--- src/rtl/vga_timing_pkg.sv ---
// rtl/vga_timing_pkg.sv - VGA timing constants, mode struct and total/width helpers
// Default mode is 640x480@60 with a 25 MHz pixel clock.
package vga_timing_pkg;

  typedef struct packed {
    int display;
    int front;
    int sync;
    int back;
  } vga_axis_t;

  typedef struct packed {
    vga_axis_t h;
    vga_axis_t v;
  } vga_mode_t;

  localparam int VGA640_PIX_CLK_HZ = 25_000_000;

  localparam int VGA640_H_DISPLAY = 640;
  localparam int VGA640_H_FRONT   = 16;
  localparam int VGA640_H_SYNC    = 96;
  localparam int VGA640_H_BACK    = 48;
  localparam int VGA640_V_DISPLAY = 480;
  localparam int VGA640_V_FRONT   = 10;
  localparam int VGA640_V_SYNC    = 2;
  localparam int VGA640_V_BACK    = 33;

  localparam vga_mode_t VGA640_MODE = '{
    h: '{VGA640_H_DISPLAY, VGA640_H_FRONT, VGA640_H_SYNC, VGA640_H_BACK},
    v: '{VGA640_V_DISPLAY, VGA640_V_FRONT, VGA640_V_SYNC, VGA640_V_BACK}
  };

  function automatic int vga_axis_total(input vga_axis_t a);
    return a.display + a.front + a.sync + a.back;
  endfunction

  // Counters need at least one bit even for degenerate totals.
  function automatic int vga_cnt_width(input int total);
    return (total > 2) ? $clog2(total) : 1;
  endfunction

  localparam int VGA640_H_TOTAL = vga_axis_total(VGA640_MODE.h);
  localparam int VGA640_V_TOTAL = vga_axis_total(VGA640_MODE.v);

endpackage

--- src/rtl/vga_timing_if.sv ---
// rtl/vga_timing_if.sv - raster timing bundle: run control in, position/sync/strobes out
// irq_line/line_irq exist only when VGA_TIMING_LINE_IRQ_EN is defined.
interface vga_timing_if #(
  parameter int HW = 10,
  parameter int VW = 10
);

  logic          enable;
  logic          pix_stb;
  logic [HW-1:0] hpos;
  logic [VW-1:0] vpos;
  logic          hsync;
  logic          vsync;
  logic          display_on;
  logic          vblank;
  logic          line_start;
  logic          frame_start;
`ifdef VGA_TIMING_LINE_IRQ_EN
  logic [VW-1:0] irq_line;
  logic          line_irq;

  modport master (
    input  enable, irq_line,
    output pix_stb, hpos, vpos, hsync, vsync, display_on, vblank,
           line_start, frame_start, line_irq
  );

  modport slave (
    output enable, irq_line,
    input  pix_stb, hpos, vpos, hsync, vsync, display_on, vblank,
           line_start, frame_start, line_irq
  );
`else
  modport master (
    input  enable,
    output pix_stb, hpos, vpos, hsync, vsync, display_on, vblank,
           line_start, frame_start
  );

  modport slave (
    output enable,
    input  pix_stb, hpos, vpos, hsync, vsync, display_on, vblank,
           line_start, frame_start
  );
`endif

endinterface

--- src/rtl/vga_pix_div.sv ---
// rtl/vga_pix_div.sv - clk-to-pixel divider producing a one-clk pix_stb every CLK_DIV enabled clks
module vga_pix_div #(
  parameter int CLK_DIV = 1
) (
  input  logic clk,
  input  logic rst,
  input  logic enable_i,
  output logic pix_stb_o
);

  localparam int            DW   = (CLK_DIV > 1) ? $clog2(CLK_DIV) : 1;
  localparam logic [DW-1:0] LAST = DW'(CLK_DIV - 1);

  logic [DW-1:0] cnt_q;
  logic [DW-1:0] cnt_d;
  logic          at_last;

  always_comb begin
    at_last = (cnt_q == LAST);
    cnt_d   = cnt_q;
    if (enable_i) begin
      cnt_d = at_last ? '0 : cnt_q + 1'b1;
    end
  end

  always_ff @(posedge clk or posedge rst) begin
    if (rst) begin
      cnt_q <= '0;
    end else begin
      cnt_q <= cnt_d;
    end
  end

  // Gated by rst so no strobe leaks out while held in reset with CLK_DIV=1.
  assign pix_stb_o = enable_i & at_last & ~rst;

endmodule

--- src/rtl/vga_timing_gen.sv ---
// rtl/vga_timing_gen.sv - VGA raster timing: position counters, sync/blank decode, line/frame strobes
// Optional line-match interrupt built when VGA_TIMING_LINE_IRQ_EN is defined.
module vga_timing_gen
  import vga_timing_pkg::*;
#(
  parameter int H_DISPLAY = VGA640_H_DISPLAY,
  parameter int H_FRONT   = VGA640_H_FRONT,
  parameter int H_SYNC    = VGA640_H_SYNC,
  parameter int H_BACK    = VGA640_H_BACK,
  parameter int V_DISPLAY = VGA640_V_DISPLAY,
  parameter int V_FRONT   = VGA640_V_FRONT,
  parameter int V_SYNC    = VGA640_V_SYNC,
  parameter int V_BACK    = VGA640_V_BACK,
  parameter int CLK_DIV   = 1,
  parameter bit H_POL     = 1'b0,
  parameter bit V_POL     = 1'b0
) (
  input  logic         clk,
  input  logic         reset,
  vga_timing_if.master vga
);

  localparam vga_axis_t H_AXIS  = '{H_DISPLAY, H_FRONT, H_SYNC, H_BACK};
  localparam vga_axis_t V_AXIS  = '{V_DISPLAY, V_FRONT, V_SYNC, V_BACK};
  localparam int        H_TOTAL = vga_axis_total(H_AXIS);
  localparam int        V_TOTAL = vga_axis_total(V_AXIS);
  localparam int        HW      = vga_cnt_width(H_TOTAL);
  localparam int        VW      = vga_cnt_width(V_TOTAL);

  localparam logic [HW-1:0] H_LAST   = HW'(H_TOTAL - 1);
  localparam logic [HW-1:0] H_VIS    = HW'(H_DISPLAY);
  localparam logic [HW-1:0] HS_FIRST = HW'(H_DISPLAY + H_FRONT);
  localparam logic [HW-1:0] HS_LAST  = HW'(H_DISPLAY + H_FRONT + H_SYNC - 1);
  localparam logic [VW-1:0] V_LAST   = VW'(V_TOTAL - 1);
  localparam logic [VW-1:0] V_VIS    = VW'(V_DISPLAY);
  localparam logic [VW-1:0] VS_FIRST = VW'(V_DISPLAY + V_FRONT);
  localparam logic [VW-1:0] VS_LAST  = VW'(V_DISPLAY + V_FRONT + V_SYNC - 1);

  logic          pix_stb;
  logic          h_last;
  logic          v_last;
  logic          line_start;
  logic          frame_start;
  logic [HW-1:0] hpos_q;
  logic [HW-1:0] hpos_d;
  logic [VW-1:0] vpos_q;
  logic [VW-1:0] vpos_d;
  logic          hsync_q;
  logic          hsync_d;
  logic          vsync_q;
  logic          vsync_d;
  logic          display_on_q;
  logic          display_on_d;
  logic          vblank_q;
  logic          vblank_d;

  vga_pix_div #(
    .CLK_DIV (CLK_DIV)
  ) u_pix_div (
    .clk       (clk),
    .rst       (reset),
    .enable_i  (vga.enable),
    .pix_stb_o (pix_stb)
  );

  always_comb begin
    h_last      = (hpos_q == H_LAST);
    v_last      = (vpos_q == V_LAST);
    line_start  = pix_stb & h_last;
    frame_start = line_start & v_last;
    hpos_d      = hpos_q;
    vpos_d      = vpos_q;
    if (pix_stb) begin
      hpos_d = h_last ? '0 : hpos_q + 1'b1;
      if (h_last) begin
        vpos_d = v_last ? '0 : vpos_q + 1'b1;
      end
    end
  end

  // Decode samples the position before it advances, so outputs trail hpos/vpos by one pixel.
  always_comb begin
    hsync_d      = hsync_q;
    vsync_d      = vsync_q;
    display_on_d = display_on_q;
    vblank_d     = vblank_q;
    if (pix_stb) begin
      hsync_d      = ((hpos_q >= HS_FIRST) && (hpos_q <= HS_LAST)) ? H_POL : ~H_POL;
      vsync_d      = ((vpos_q >= VS_FIRST) && (vpos_q <= VS_LAST)) ? V_POL : ~V_POL;
      display_on_d = (hpos_q < H_VIS) && (vpos_q < V_VIS);
      vblank_d     = (vpos_q >= V_VIS);
    end
  end

  always_ff @(posedge clk or posedge reset) begin
    if (reset) begin
      hpos_q       <= '0;
      vpos_q       <= '0;
      hsync_q      <= ~H_POL;
      vsync_q      <= ~V_POL;
      display_on_q <= 1'b0;
      vblank_q     <= 1'b0;
    end else begin
      hpos_q       <= hpos_d;
      vpos_q       <= vpos_d;
      hsync_q      <= hsync_d;
      vsync_q      <= vsync_d;
      display_on_q <= display_on_d;
      vblank_q     <= vblank_d;
    end
  end

  assign vga.pix_stb     = pix_stb;
  assign vga.hpos        = hpos_q;
  assign vga.vpos        = vpos_q;
  assign vga.hsync       = hsync_q;
  assign vga.vsync       = vsync_q;
  assign vga.display_on  = display_on_q;
  assign vga.vblank      = vblank_q;
  assign vga.line_start  = line_start;
  assign vga.frame_start = frame_start;

`ifdef VGA_TIMING_LINE_IRQ_EN
  // vpos_d is the line being entered when line_start fires.
  assign vga.line_irq = line_start & (vpos_d == vga.irq_line);
`endif

endmodule

--- src/flat_wrapper.sv ---
// flat-port wrapper written by rule: the top's interface ports become plain ports
module vga_timing_gen_flat import vga_timing_pkg::*;
#(
  parameter int H_DISPLAY = VGA640_H_DISPLAY,
  parameter int H_FRONT   = VGA640_H_FRONT,
  parameter int H_SYNC    = VGA640_H_SYNC,
  parameter int H_BACK    = VGA640_H_BACK,
  parameter int V_DISPLAY = VGA640_V_DISPLAY,
  parameter int V_FRONT   = VGA640_V_FRONT,
  parameter int V_SYNC    = VGA640_V_SYNC,
  parameter int V_BACK    = VGA640_V_BACK,
  parameter int CLK_DIV   = 1,
  parameter bit H_POL     = 1'b0,
  parameter bit V_POL     = 1'b0
)
  (clk, reset, vga_enable, vga_pix_stb, vga_hpos, vga_vpos, vga_hsync, vga_vsync, vga_display_on, vga_vblank, vga_line_start, vga_frame_start);
  vga_timing_if #(.HW(10), .VW(10)) vga_i ();
  input  logic clk;
  input  logic reset;
  input wire logic [$bits(vga_i.enable)-1:0] vga_enable;
  output wire logic [$bits(vga_i.pix_stb)-1:0] vga_pix_stb;
  output wire logic [$bits(vga_i.hpos)-1:0] vga_hpos;
  output wire logic [$bits(vga_i.vpos)-1:0] vga_vpos;
  output wire logic [$bits(vga_i.hsync)-1:0] vga_hsync;
  output wire logic [$bits(vga_i.vsync)-1:0] vga_vsync;
  output wire logic [$bits(vga_i.display_on)-1:0] vga_display_on;
  output wire logic [$bits(vga_i.vblank)-1:0] vga_vblank;
  output wire logic [$bits(vga_i.line_start)-1:0] vga_line_start;
  output wire logic [$bits(vga_i.frame_start)-1:0] vga_frame_start;
  assign vga_i.enable = vga_enable;
  assign vga_pix_stb = vga_i.pix_stb;
  assign vga_hpos = vga_i.hpos;
  assign vga_vpos = vga_i.vpos;
  assign vga_hsync = vga_i.hsync;
  assign vga_vsync = vga_i.vsync;
  assign vga_display_on = vga_i.display_on;
  assign vga_vblank = vga_i.vblank;
  assign vga_line_start = vga_i.line_start;
  assign vga_frame_start = vga_i.frame_start;
  vga_timing_gen #(.H_DISPLAY(H_DISPLAY), .H_FRONT(H_FRONT), .H_SYNC(H_SYNC), .H_BACK(H_BACK), .V_DISPLAY(V_DISPLAY), .V_FRONT(V_FRONT), .V_SYNC(V_SYNC), .V_BACK(V_BACK), .CLK_DIV(CLK_DIV), .H_POL(H_POL), .V_POL(V_POL)) u_core (.clk(clk), .reset(reset), .vga(vga_i));
endmodule
--- config.mk ---
export PLATFORM = sky130hd
export DESIGN_NAME = vga_timing_gen_flat
export DESIGN_NICKNAME = d
export VERILOG_FILES = /design/src/rtl/vga_timing_pkg.sv /design/src/rtl/vga_timing_if.sv /design/src/rtl/vga_pix_div.sv /design/src/rtl/vga_timing_gen.sv /design/src/flat_wrapper.sv
export SDC_FILE = /design/constraint.sdc
export NUM_CORES = 1
export LEC_CHECK = 0
export CORE_ASPECT_RATIO = 1.4
export CORE_MARGIN = 4
export CORE_UTILIZATION = 34
export DETAILED_ROUTE_END_ITERATION = 10
export HOLD_SLACK_MARGIN = 0.08
export PLACE_DENSITY_LB_ADDON = 0.1
export RECOVER_POWER = 100
export SETUP_SLACK_MARGIN = 0.2
export SLEW_MARGIN = 20
export SYNTH_ARGS = -nofsm -noshare
export SYNTH_HDL_FRONTEND = slang
export SYNTH_SLANG_ARGS = --single-unit
--- constraint.sdc ---
create_clock -name clk -period 2.3 [get_ports clk]
set_clock_uncertainty 0.1 [all_clocks]
set_input_delay 0.345 -clock clk [delete_from_list [all_inputs] [get_ports clk]]
set_output_delay 0.345 -clock clk [all_outputs]
set_load 0.005 [all_outputs]
**Word level (Yosys, flattened, before mapping)**

Cells that the tools add are included.

- Reductions and logical operators: 4
- Bitwise gates (word level): 6
- $lt $le $gt $ge: 7
- Equal/unequal tests: 2
- Add/sub/neg operators: 3
- Mux-type cells: 5

Operators by type and width:

| cell | number |
|---|---|
| $add A10 B1 Y10 const B | 2 |
| $eq A10 B10 Y1 const B | 2 |
| $ge A10 B9 Y1 const B | 2 |
| $mux W10 | 2 |
| $ge A10 B10 Y1 const B | 1 |
| $le A10 B10 Y1 const B | 1 |
| $le A10 B9 Y1 const B | 1 |
| $lt A10 B10 Y1 const B | 1 |
| $lt A10 B9 Y1 const B | 1 |
| $and A1 B1 Y1 | 4 |
| $logic_and A1 B1 Y1 | 3 |
| $mux W1 | 3 |
| $not A1 Y1 | 2 |
| $reduce_and A2 Y1 | 1 |
| $add A1 B1 Y1 const B | 1 |

- Bits of input ports: 3
- Word-level logic and storage cells: 34
- Output and inout bits: 27
- Bits in registers: 25

**Logic depth before layout (Yosys ltp)**

Gate-level depths: netlist (run 1).

- Word-level depth: 5
- Gate-level depth with buffers: 7
- Mapped depth without buffers: 6

**Modules after synthesis**

A second synthesis (run 1) with hierarchy kept.

- Cell total of the unflattened synthesis: 130
- Area total of the unflattened synthesis: 1295.0 um^2

By module, submodules not included:

| module | instances | area each (um^2) | cells each | sequential area each (um^2) |
|---|---|---|---|---|
| vga_timing_gen | 1 | 1281.2 | 129 | 603.1 |
| vga_pix_div | 1 | 13.8 | 1 | 0.0 |

**Worst setup path before layout (run 1)**

Ideal clock, no wire load.

- Path type: reg-to-reg
- From: reg u_core.hpos_q[5], in the netlist u_core.vga.hpos[5]
- To: reg u_core.vpos_q[8], in the netlist u_core.vga.vpos[8]
- Required time: 2.073 ns
- Period minus slack after synthesis: 1.719 ns
- Path buffers: 2
- Setup time: 0.127 ns
- Data arrival time: 1.492 ns
- Cell stages (with the launch flop): 8
- Slack: 0.581 ns
- Cells stage by stage: dfrtp_1 > buf_6 > nor4b_4 > nand4_4 > inv_2 > buf_6 > nand4_4 > xnor2_2

- Word-level cells in the longest chain between the ends: 2

RTL lines:

| item | RTL line | RTL |
|---|---|---|
| start, declared | vga_timing_gen.sv:44 | `logic [HW-1:0] hpos_q;` |
| start signal, assigned | vga_timing_gen.sv:104 | `hpos_q <= hpos_d;` |
| $eq A10 B10 Y1 | vga_timing_gen.sv:67 | `h_last = (hpos_q == H_LAST);` |
| $reduce_and A2 Y1 (no source line) | -- |  |
| end signal, assigned | vga_timing_gen.sv:105 | `vpos_q <= vpos_d;` |
| end, declared | vga_timing_gen.sv:46 | `logic [VW-1:0] vpos_q;` |

No other way between the ends.
A chain may end at the register's enable or synchronous reset.

**Worst setup path after layout (run 1)**

- From: in reset
- To: out vga_pix_stb

- Word-level cells in the longest chain between the ends: 2

RTL lines:

| item | RTL line | RTL |
|---|---|---|
| start, declared | flat_wrapper.sv:19 | `input logic reset;` |
| $not A1 Y1 | vga_pix_div.sv:35 | `assign pix_stb_o = enable_i & at_last & ~rst;` |
| $and A1 B1 Y1 | vga_pix_div.sv:35 |  |
| end, declared | flat_wrapper.sv:21 | `output wire logic [$bits(vga_i.pix_stb)-1:0] vga_pix_stb;` |

No other way between the ends.

==> out/metrics.csv, run 1 <==
metric,value,unit
Syn Std Cell Area,0.001294,mm^2
final setup fails,0,
cells after synthesis,128,
floorplan row count,26,
first-iteration detailed-routing DRC count,34,
initial antenna violation count,0,
CP startpoint,reset,
Synth Area in XOR/XNOR,0.06673,
Fmax achieved,480.4,MHz
number of flops mapped to enable cells by yosys,0,
sum of negative setup slack,0,ns
full die area,0.004870,mm^2
CTS Buf Count,3,
largest net degree at the start of global routing,25,
PortBufs,29,
post-synth cell types,35,
Initial Utilization,0.3519,
max incr delay on CP,0.50,ns
routed vias/inst,5.178,
critical path required time,1.86,ns
CP bufs+invs,4,
Worst Hold Class,reg2reg,
GRT Overall Usage,0.1483,
Area after DPL,0.001723,mm^2
synthesized area per cell,10.11,um^2
CP Launch Type,primary input,
die width,60.14,um
Synth Area in Compound Gates,0.1170,
Worst R2R Path Depth,7,
GPL Wtd Cong,0.8472,
Max VDD drop,0.0003581,V
Antenna diodes,0,
crit path cell chain,"clkdlybuf4s50_1, nand2b_1, clkinv_2, buf_6, clkdlybuf4s50_1",
Clock Pin Slew Worst Setup and Hold Paths,0.09,ns
critical path's most frequent cell,clkdlybuf4s50_1,
Leak,0.7887,nW
antenna-violating nets left,0,
Bufs on Longest Clock Path,2,
area grow syn2layout,35.59,%
Root Buffer,clkbuf_8,
TritonCTS clock tree,built,
simple-gate portion of the synthesized area,0.2592,
Pins Over Slew Limit,0,
first-pass GRT wire length,5437,um
FF-to-FF End,u_core.vga.vpos[3]$_DFFE_PP0P_,
count of final hold-check violations,0,
Core ar.,0.003676,mm^2
drt first pass iters,4,
Synth Flop Type,dfrtp_1,
Post-Synth Adder-Cell Area,0.03868,
"CP delay by family, top",buffers and inverters,
worst skew pair latency,0.27,ns
# DRC,0,
worst-margin pin slew,1.334,ns
run status,"finished, final reports clean",
"Seq/Total Area, Yosys",0.4662,
Critical Path Sink,vga_pix_stb,
power per cell area,580.7,mW/mm^2
Die Ht,80.99,um
RR Startpoint,u_core.vga.hpos[1]$_DFFE_PP0P_,
DPL Wire Length,2466,um
vias in the first global route,1164,
Mapped Nets,135,
drt wl/cell,14.85,um
H-tree Lvls,1,
worst-path maximum fanout,8,
Synth Warn #,0,
WS Path Type,in2out,
CTS Sinks,24,
Total Routed Length,3252,um
combinational family with the most area after synthesis,simple AND/OR/NAND/NOR gates,
Slew Limit Headroom,0.1108,
max-cap violation count,0,
reg2reg setup slack,0.42,ns
I/O pins,30,
Crit path arrival time,1.64,ns
crit path max-delay cell type,clkdlybuf4s50_1,
fin nets,185,
crit end category,primary output,
mux cell area share after synthesis,0.008704,
Worst path depth,5,
"Async S/R FF share, synth",1.000,
total grt overflow,0,
Final Cycle Share,0.9050,
vias,1134,
RSZ-0062 raised after global routing,true,
min cycle time layout,2.082,ns
ratio of cells with drive above 1 in the final layout,0.1243,
Synth Register Bits,24,
"Design Area, Final",0.001754,mm^2
## cells by family (layout without fill, tap and decap cells)
logic type / Yosys count / in the layout
flip-flops: 24 / 24
multiplexers: 1 / 1
AND/OR/NAND/NOR: 55 / 55
adder cells (fa/ha/maj): 4 / 4
XOR/XNOR: 9 / 9
AO/OA/AOI/OAI: 24 / 24
buffers and inverters: 11 / 60
## metrics by stage
step	setup slack, ns	instances	hold slack, ns	power [mW]	utilization
global route	0.1452	219	0.4183	1.091	0.4772
floorplan	0.5812	128	0.2581	0.6227	-
global placement	0.05831	211	0.3599	0.7444	0.4687
finish	0.2184	219	0.3769	1.019	0.4772
CTS	0.1162	219	0.3470	1.067	0.4949
detailed placement	0.06927	211	0.3680	0.7550	0.4687
## sequential cells by signal (all words and copies together) (netlist names)
signal	cells
u_core.vga.hpos	10
u_core.vga.display_on	1
u_core.vga.vblank	1
u_core.vga.vpos	10
u_core.vga.vsync	1
u_core.vga.hsync	1
## worst register-to-register path, cell delays in order (launching register included)
cell and delay, ns:
dfrtp_1 0.37, ha_1 0.19, and4_1 0.27, nand4_4 0.12
clkbuf_1 0.16, clkbuf_1 0.17, a21o_2 0.20, a32o_1 0.20
## placed cells by master (no fill, tap or decap), types with 2 or more instances in the layout
master            n
dfrtp_1          22
nand4_1           5
clkdlybuf4s50_1   7
nor3_1            3
nand3_1           9
xnor2_1           7
ha_1              4
nor2_1            3
a21oi_1           4
dlygate4sd3_1    20
nand2b_1          3
clkbuf_8          4
o21ai_0          13
nor4_1            3
inv_1             7
and3_1            6
clkbuf_1         11
nand2_1          15
buf_4             8
o2bb2ai_1         2
## metal layers
| layer | global-route usage | share of wire | vias up |
|---|---|---|---|
| li1 | - | - | 559 |
| met2 | 0.2619 | 0.53 | 33 |
| met1 | 0.1667 | 0.39 | 534 |
| met4 | 0.06430 | 0.020 | 0 |
| met3 | 0.03180 | 0.053 | 8 |
| met5 | 0 | 0 | - |
## power by group
part | leakage [nW] | internal (mW) | total (mW) | switching (mW)
clock | 0.0288 | 0.153 | 0.287 | 0.134
combinational | 0.456 | 0.119 | 0.210 | 0.0914
sequential | 0.304 | 0.470 | 0.521 | 0.0518
## repair_timing
| action | 4_1_cts | 5_1_grt |
|---|---|---|
| endpoints found under the setup margin | 3 | 2 |
| setup buffers | 4 | 0 |
| pin swaps | 2 | 3 |
| gates cloned | 0 | 0 |
| resized for setup | 6 | 5 |
| hold buffers | 0 | 0 |
## cell usage after synthesis, types with 2 or more instances
| cell | instances | area [um^2] |
|---|---|---|
| nor4_1 | 3 | 18.77 |
| nand4_1 | 4 | 25.02 |
| nand2_1 | 15 | 56.30 |
| and3_1 | 6 | 37.54 |
| o2bb2ai_1 | 2 | 17.52 |
| a21oi_1 | 4 | 20.02 |
| nand2b_1 | 3 | 18.77 |
| dfrtp_1 | 22 | 550.5 |
| nor2_1 | 4 | 15.01 |
| nand3_1 | 9 | 45.04 |
| o21ai_0 | 13 | 65.06 |
| nor3_1 | 3 | 15.01 |
| nand4_4 | 2 | 42.54 |
| buf_6 | 2 | 22.52 |
| dfstp_2 | 2 | 52.55 |
| ha_1 | 4 | 50.05 |
| inv_1 | 6 | 22.52 |
| xnor2_1 | 7 | 61.31 |
## area by class of cell
cell class                 instances  area (um^2)
sequential                        24        603.1
multi-input combinational         93        620.6
tap                               42        52.55
inverter                           8        31.28
fill                             392         1922
timing repair buffer              48        391.6
clock buffer                       4        55.05
## worst min path at each step
stage,start,end,slack [ns],cells past startpoint
after floorplan,reset,u_core.vga.display_on$_DFFE_PP0P_,0.26,1
after global placement,u_core.vga.display_on$_DFFE_PP0P_,u_core.vga.display_on$_DFFE_PP0P_,0.36,2
after detailed placement,u_core.vga.display_on$_DFFE_PP0P_,u_core.vga.display_on$_DFFE_PP0P_,0.37,2
after CTS,reset,u_core.vga.hpos[1]$_DFFE_PP0P_,0.35,3
after global routing,u_core.vga.vblank$_DFFE_PP0P_,u_core.vga.vblank$_DFFE_PP0P_,0.42,2
final,u_core.vga.display_on$_DFFE_PP0P_,u_core.vga.display_on$_DFFE_PP0P_,0.38,2
(Power assumes the default switching activity.)
==> inputs of run 2 (changes only) <==
CAP_MARGIN = 20   (was default)
CELL_PAD_IN_SITES_DETAIL_PLACEMENT = 0   (was default)
CELL_PAD_IN_SITES_GLOBAL_PLACEMENT = 1   (was default)
==> run 2 against run 1 <==
Against the previous run: critical path depth is the same; non-clock buffer count grew 2; highest routed layer unchanged; die area is the same; register-to-register slack lost 0.10 ns; sequential share of layout area shrank 0.15 points; count of clock-buffer cells in the layout is the same; design area grew 0.64%.
==> out/metrics.csv, run 2 (same netlist as run 1, synthesis figures left out) <==
metric,value,unit
Antenna diodes,0,
Internal,0.7419,mW
crit end category,primary output,
drt first pass iters,4,
PortBufs,29,
WS Path Type,in2out,
Final Cycle Share,0.9406,
hold slack,0.3657,ns
antenna-violating nets left,0,
Max VDD drop,0.0003601,V
GPL Wtd Cong,0.8583,
Leak,0.7950,nW
CTS Buf Count,3,
crit path max-delay cell type,dlygate4sd3_1,
min cycle time layout,2.163,ns
Reg power frac,0.513,
FILL cells,383,
Root Buffer,clkbuf_8,
first-pass GRT wire length,5727,um
Worst Hold Class,reg2reg,
CP bufs+invs,4,
full die area,0.004870,mm^2
TritonCTS clock tree,built,
critical path required time,1.86,ns
# DRC,0,
count of final hold-check violations,0,
vias,1155,
largest net degree at the start of global routing,25,
drt wl/cell,14.86,um
max-cap violation count,0,
Fmax achieved,462.3,MHz
Sw Share,0.2712,
final setup fails,0,
Clk network pwr share,0.281,
"commonest cells after routing, fill and taps aside","21 x dlygate4sd3_1, 21 x dfrtp_1, 15 x nand2_1",
run status,"finished, final reports clean",
area grow syn2layout,36.46,%
Bufs on Longest Clock Path,2,
crit path cell chain,"clkdlybuf4s50_1, nand2b_4, clkinv_2, buf_6, dlygate4sd3_1",
sum of negative setup slack,0,ns
Initial Utilization,0.3519,
fin nets,187,
Setup WS post-layout,0.1367,ns
ratio of cells with drive above 1 in the final layout,0.1564,
utilization after layout,0.4803,
Crit path arrival time,1.72,ns
total grt overflow,0,
floorplan row count,26,
worst skew pair latency,0.27,ns
H-tree Lvls,1,
GRT Overall Usage,0.1528,
vias in the first global route,1231,
RSZ-0062 raised after global routing,true,
DPL Wire Length,2482,um
power per cell area,576.6,mW/mm^2
"CP delay by family, top",buffers and inverters,
I/O pins,30,
CP Launch Type,primary input,
Slew Limit Headroom,0.1116,
Clock Pin Slew Worst Setup and Hold Paths,0.08,ns
Tot Pwr,1.018,mW
Die Ht,80.99,um
Total Routed Length,3284,um
die width,60.14,um
initial antenna violation count,0,
worst slack at placement,0.05310,ns
routed vias/inst,5.226,
Core ar.,0.003676,mm^2
Pins Over Slew Limit,0,
Combinational Power Share,0.206,
worst-margin pin slew,1.333,ns
switching power,0.2761,mW
max incr delay on CP,0.57,ns
worst-path maximum fanout,8,
CTS Sinks,24,
first-iteration detailed-routing DRC count,27,
==> run 2: cell types whose count changed in the layout (fill, tap and decap cells not counted), sizes merged <==
cell	delta
buf	+1
clkbuf	+2
clkdlybuf4s50	-1
dlygate4sd2	-1
dlygate4sd3	+1
==> run 2: path summary, 6_finish.rpt <==
check / start / to / slack, ns / cells past startpoint
max in group asynchronous: reset / u_core.vga.hpos[7]$_DFFE_PP0P_ / 0.48 / 3
min in group asynchronous: reset / u_core.vga.hpos[4]$_DFFE_PP0P_ / 0.75 / 3
max reg2reg: u_core.vga.hpos[5]$_DFFE_PP0P_ / u_core.vga.vpos[9]$_DFFE_PP0P_ / 0.32 / 7
min: u_core.vga.display_on$_DFFE_PP0P_ / u_core.vga.display_on$_DFFE_PP0P_ / 0.37 / 2
min reg2reg: u_core.vga.display_on$_DFFE_PP0P_ / u_core.vga.display_on$_DFFE_PP0P_ / 0.37 / 2
max: reset / vga_pix_stb / 0.14 / 5
==> run 2: metrics by stage <==
step	area (um^2)	instances
after floorplan	1294	128
after global placement	1723	211
after detailed placement	1723	211
after CTS	1837	220
after global routing	1765	221
final	1765	221
==> run 2: per-layer routing <==
layer	GRT usage	wire, um	vias to the layer above
met3	0.01908	97	5
met4	0.04435	34	0
met1	0.1755	1319	569
li1	-	-	557
met5	0	0	-
met2	0.2857	1834	24
==> run 2: final cells by class <==
class	count	area, um^2	area share
inverters	8	31.28	0.01772
clock buffers	4	55.05	0.03118
flip-flops and latches	24	604.3	0.3423
repair buffers	50	406.6	0.2303
well taps	42	52.55	0.02977
multi-input cells	93	615.6	0.3487
==> run 2: worst min-delay path: stages (launching register included) <==
cell and delay, ns:
dfrtp_1 0.34, nand2_1 0.05, nand2_1 0.05
==> run 2: power by group through the flow <==
| stage | registers [mW] | logic [mW] | clock network, mW |
|---|---|---|---|
| floorplan | 0.530 | 0.0923 | 0 |
| global placement | 0.536 | 0.211 | 0 |
| CTS | 0.528 | 0.238 | 0.296 |
| global route | 0.532 | 0.238 | 0.321 |
| finish | 0.522 | 0.209 | 0.286 |
| detailed placement | 0.539 | 0.216 | 0 |
==> run 2: timing repair <==
item                                   in CTS  in global routing
gates cloned                                0                  0
resized for setup                           8                  7
endpoints found under the hold margin       0                  0
hold buffers                                0                  0
setup endpoints to repair                   3                  3
pin swaps                                   3                  2
setup buffers                               5                  1
==> inputs of run 3 (changes only) <==
clock period = 2.2 ns   (was 2.3 ns; I/O delays follow)
==> run 3 against run 2 <==
Against the previous run: design area rose by 2.6%; routed wire length rose by 4.0%; non-clock buffer count rose by 2; critical path type unchanged; largest cell class unchanged; flip-flop and latch count did not move; count of clock-buffer cells in the layout did not move; utilization rose by 1.3 points; sequential power rose by 3%; combinational power rose by 15%; worst setup slack improved by 0.043 ns; via count did not move; largest power group unchanged; first-iteration DRC count rose by 7.4%.
==> out/metrics.csv, run 3 (same netlist as run 1, synthesis figures left out) <==
metric,value,unit
run status,"finished, final reports clean",
Reg power frac,0.497,
Die Ht,80.99,um
sum of negative setup slack,0,ns
CTS Sinks,24,
min cycle time layout,2.021,ns
worst-path maximum fanout,2,
GRT Overall Usage,0.1594,
drt wl/cell,15.31,um
switching power,0.2976,mW
max-cap violation count,0,
Root Buffer,clkbuf_8,
GR Util met2,0.2890,
floorplan row count,26,
"Hold-fix buffers, CTS",0,
Combinational Power Share,0.223,
GR Util met1,0.1860,
PortBufs,29,
area of the multi-input gates,650.6,um^2
final setup fails,0,
Sw Share,0.2752,
Slew Limit Headroom,0.6787,
Leak,0.8229,nW
drt first pass iters,4,
area grow syn2layout,40.04,%
RSZ-0062 raised after global routing,true,
FILL cells,360,
Total Routed Length,3415,um
hold slack,0.3651,ns
CTS Buf Count,3,
power per cell area,596.9,mW/mm^2
critical path required time,1.77,ns
Fmax achieved,494.9,MHz
"commonest non-fill, non-tap cell in the layout",dfrtp_1,
Clock Pin Slew Worst Setup and Hold Paths,0.09,ns
DPL Wire Length,2548,um
total grt overflow,0,
Bufs on Longest Clock Path,2,
largest net degree at the start of global routing,25,
crit path cell chain,"dlygate4sd3_1, nand2b_1, clkinv_2, nand4_4, clkbuf_1, nor2_4, clkbuf_2",
Worst Hold Class,reg2reg,
Initial Utilization,0.3519,
Internal,0.7839,mW
Antenna diodes,0,
CP Launch Type,primary input,
FF/Latch Area,603.1,um^2
Core ar.,0.003676,mm^2
H-tree Lvls,1,
crit path max-delay cell type,dlygate4sd3_1,
first-pass GRT wire length,5899,um
M3 GR Usage,0.02385,
Pins Over Slew Limit,0,
I/O pins,30,
vias in the first global route,1273,
Final Cycle Share,0.9185,
"commonest cells after routing, fill and taps aside","22 x dfrtp_1, 21 x dlygate4sd3_1, 15 x nand2_1, 15 x buf_4, 13 x o21ai_0",
first-iteration detailed-routing DRC count,29,
fin nets,189,
initial antenna violation count,0,
Clk network pwr share,0.281,
Top Usage Layer GRT,met2,
antenna-violating nets left,0,
TritonCTS clock tree,built,
crit end category,primary output,
worst-margin pin slew,0.4820,ns
Tot Pwr,1.082,mW
# DRC,0,
max incr delay on CP,0.55,ns
vias,1155,
WS Path Type,in2out,
full die area,0.004870,mm^2
Max VDD drop,0.0003924,V
Crit path arrival time,1.59,ns
count of final hold-check violations,0,
GPL Wtd Cong,0.8050,
routed vias/inst,5.179,
worst skew pair latency,0.26,ns
ratio of cells with drive above 1 in the final layout,0.1878,
die width,60.14,um
-- run 3: cell count changes in the layout (fill, tap and decap cells not counted), moves of 2 or more --
cell	change
nand4_1	-2
nand4_4	+2
dlygate4sd2_1	+2
clkbuf_4	-2
buf_4	+6
clkdlybuf4s50_1	-2
-- run 3: layer usage --
layer,share of wire,up-vias
met3,0.031,4
met2,0.54,21
li1,-,566
met5,0,-
met1,0.41,564
met4,0.012,0
-- run 3: repair_timing --
| item | 4_1_cts | 5_1_grt |
|---|---|---|
| pin swaps | 3 | 2 |
| cloned | 0 | 0 |
| resized for setup | 11 | 9 |
| setup endpoints to repair | 3 | 5 |
| buffers inserted | 4 | 1 |
-- run 3: power by group through the flow --
stage                     clock network, mW  registers, mW  logic [mW]
after floorplan                           0          0.554      0.0965
after global routing                  0.332          0.543       0.267
after global placement                    0          0.550       0.243
after CTS                             0.314          0.540       0.270
after detailed placement                  0          0.552       0.249
final                                 0.304          0.537       0.241
-- run 3: worst max-delay path: cells and delay by family --
family	cells	cell delay, ns
AND/OR/NAND/NOR	3	0.35
buffers and inverters	4	0.91
-- run 3: path summary, 6_finish.rpt --
path	start	end	slack (ns)	cells past startpoint
max	reset	vga_frame_start	0.18	7
min	u_core.vga.display_on$_DFFE_PP0P_	u_core.vga.display_on$_DFFE_PP0P_	0.37	2
max reg2reg	u_core.vga.hpos[1]$_DFFE_PP0P_	u_core.vga.vpos[3]$_DFFE_PP0P_	0.22	8
min reg2reg	u_core.vga.display_on$_DFFE_PP0P_	u_core.vga.display_on$_DFFE_PP0P_	0.37	2
max in group asynchronous	reset	u_core.vga.vsync$_DFFE_PP1P_	1.23	3
min in group asynchronous	reset	u_core.vga.hpos[0]$_DFFE_PP0P_	0.48	3
-- run 3: cell type report --
cell class,instances,area share
Multi-Input combinational cell,93,0.3591
Sequential cell,24,0.3329
Timing Repair Buffer,52,0.2314
Clock buffer,4,0.03039
Tap cell,42,0.02901
Inverter,8,0.01727
-- run 3: per-stage QoR --
step           utilization  area (um^2)  cells  setup WS [ns]
6_report            0.4929         1812    223         0.1793
5_1_grt             0.4929         1812    223        0.08881
4_1_cts             0.5037         1852    222        0.04841
3_5_place_dp        0.4748         1745    214       -0.01595
3_3_place_gp        0.4748         1745    214      -0.007324
2_1_floorplan            -         1294    128         0.4812
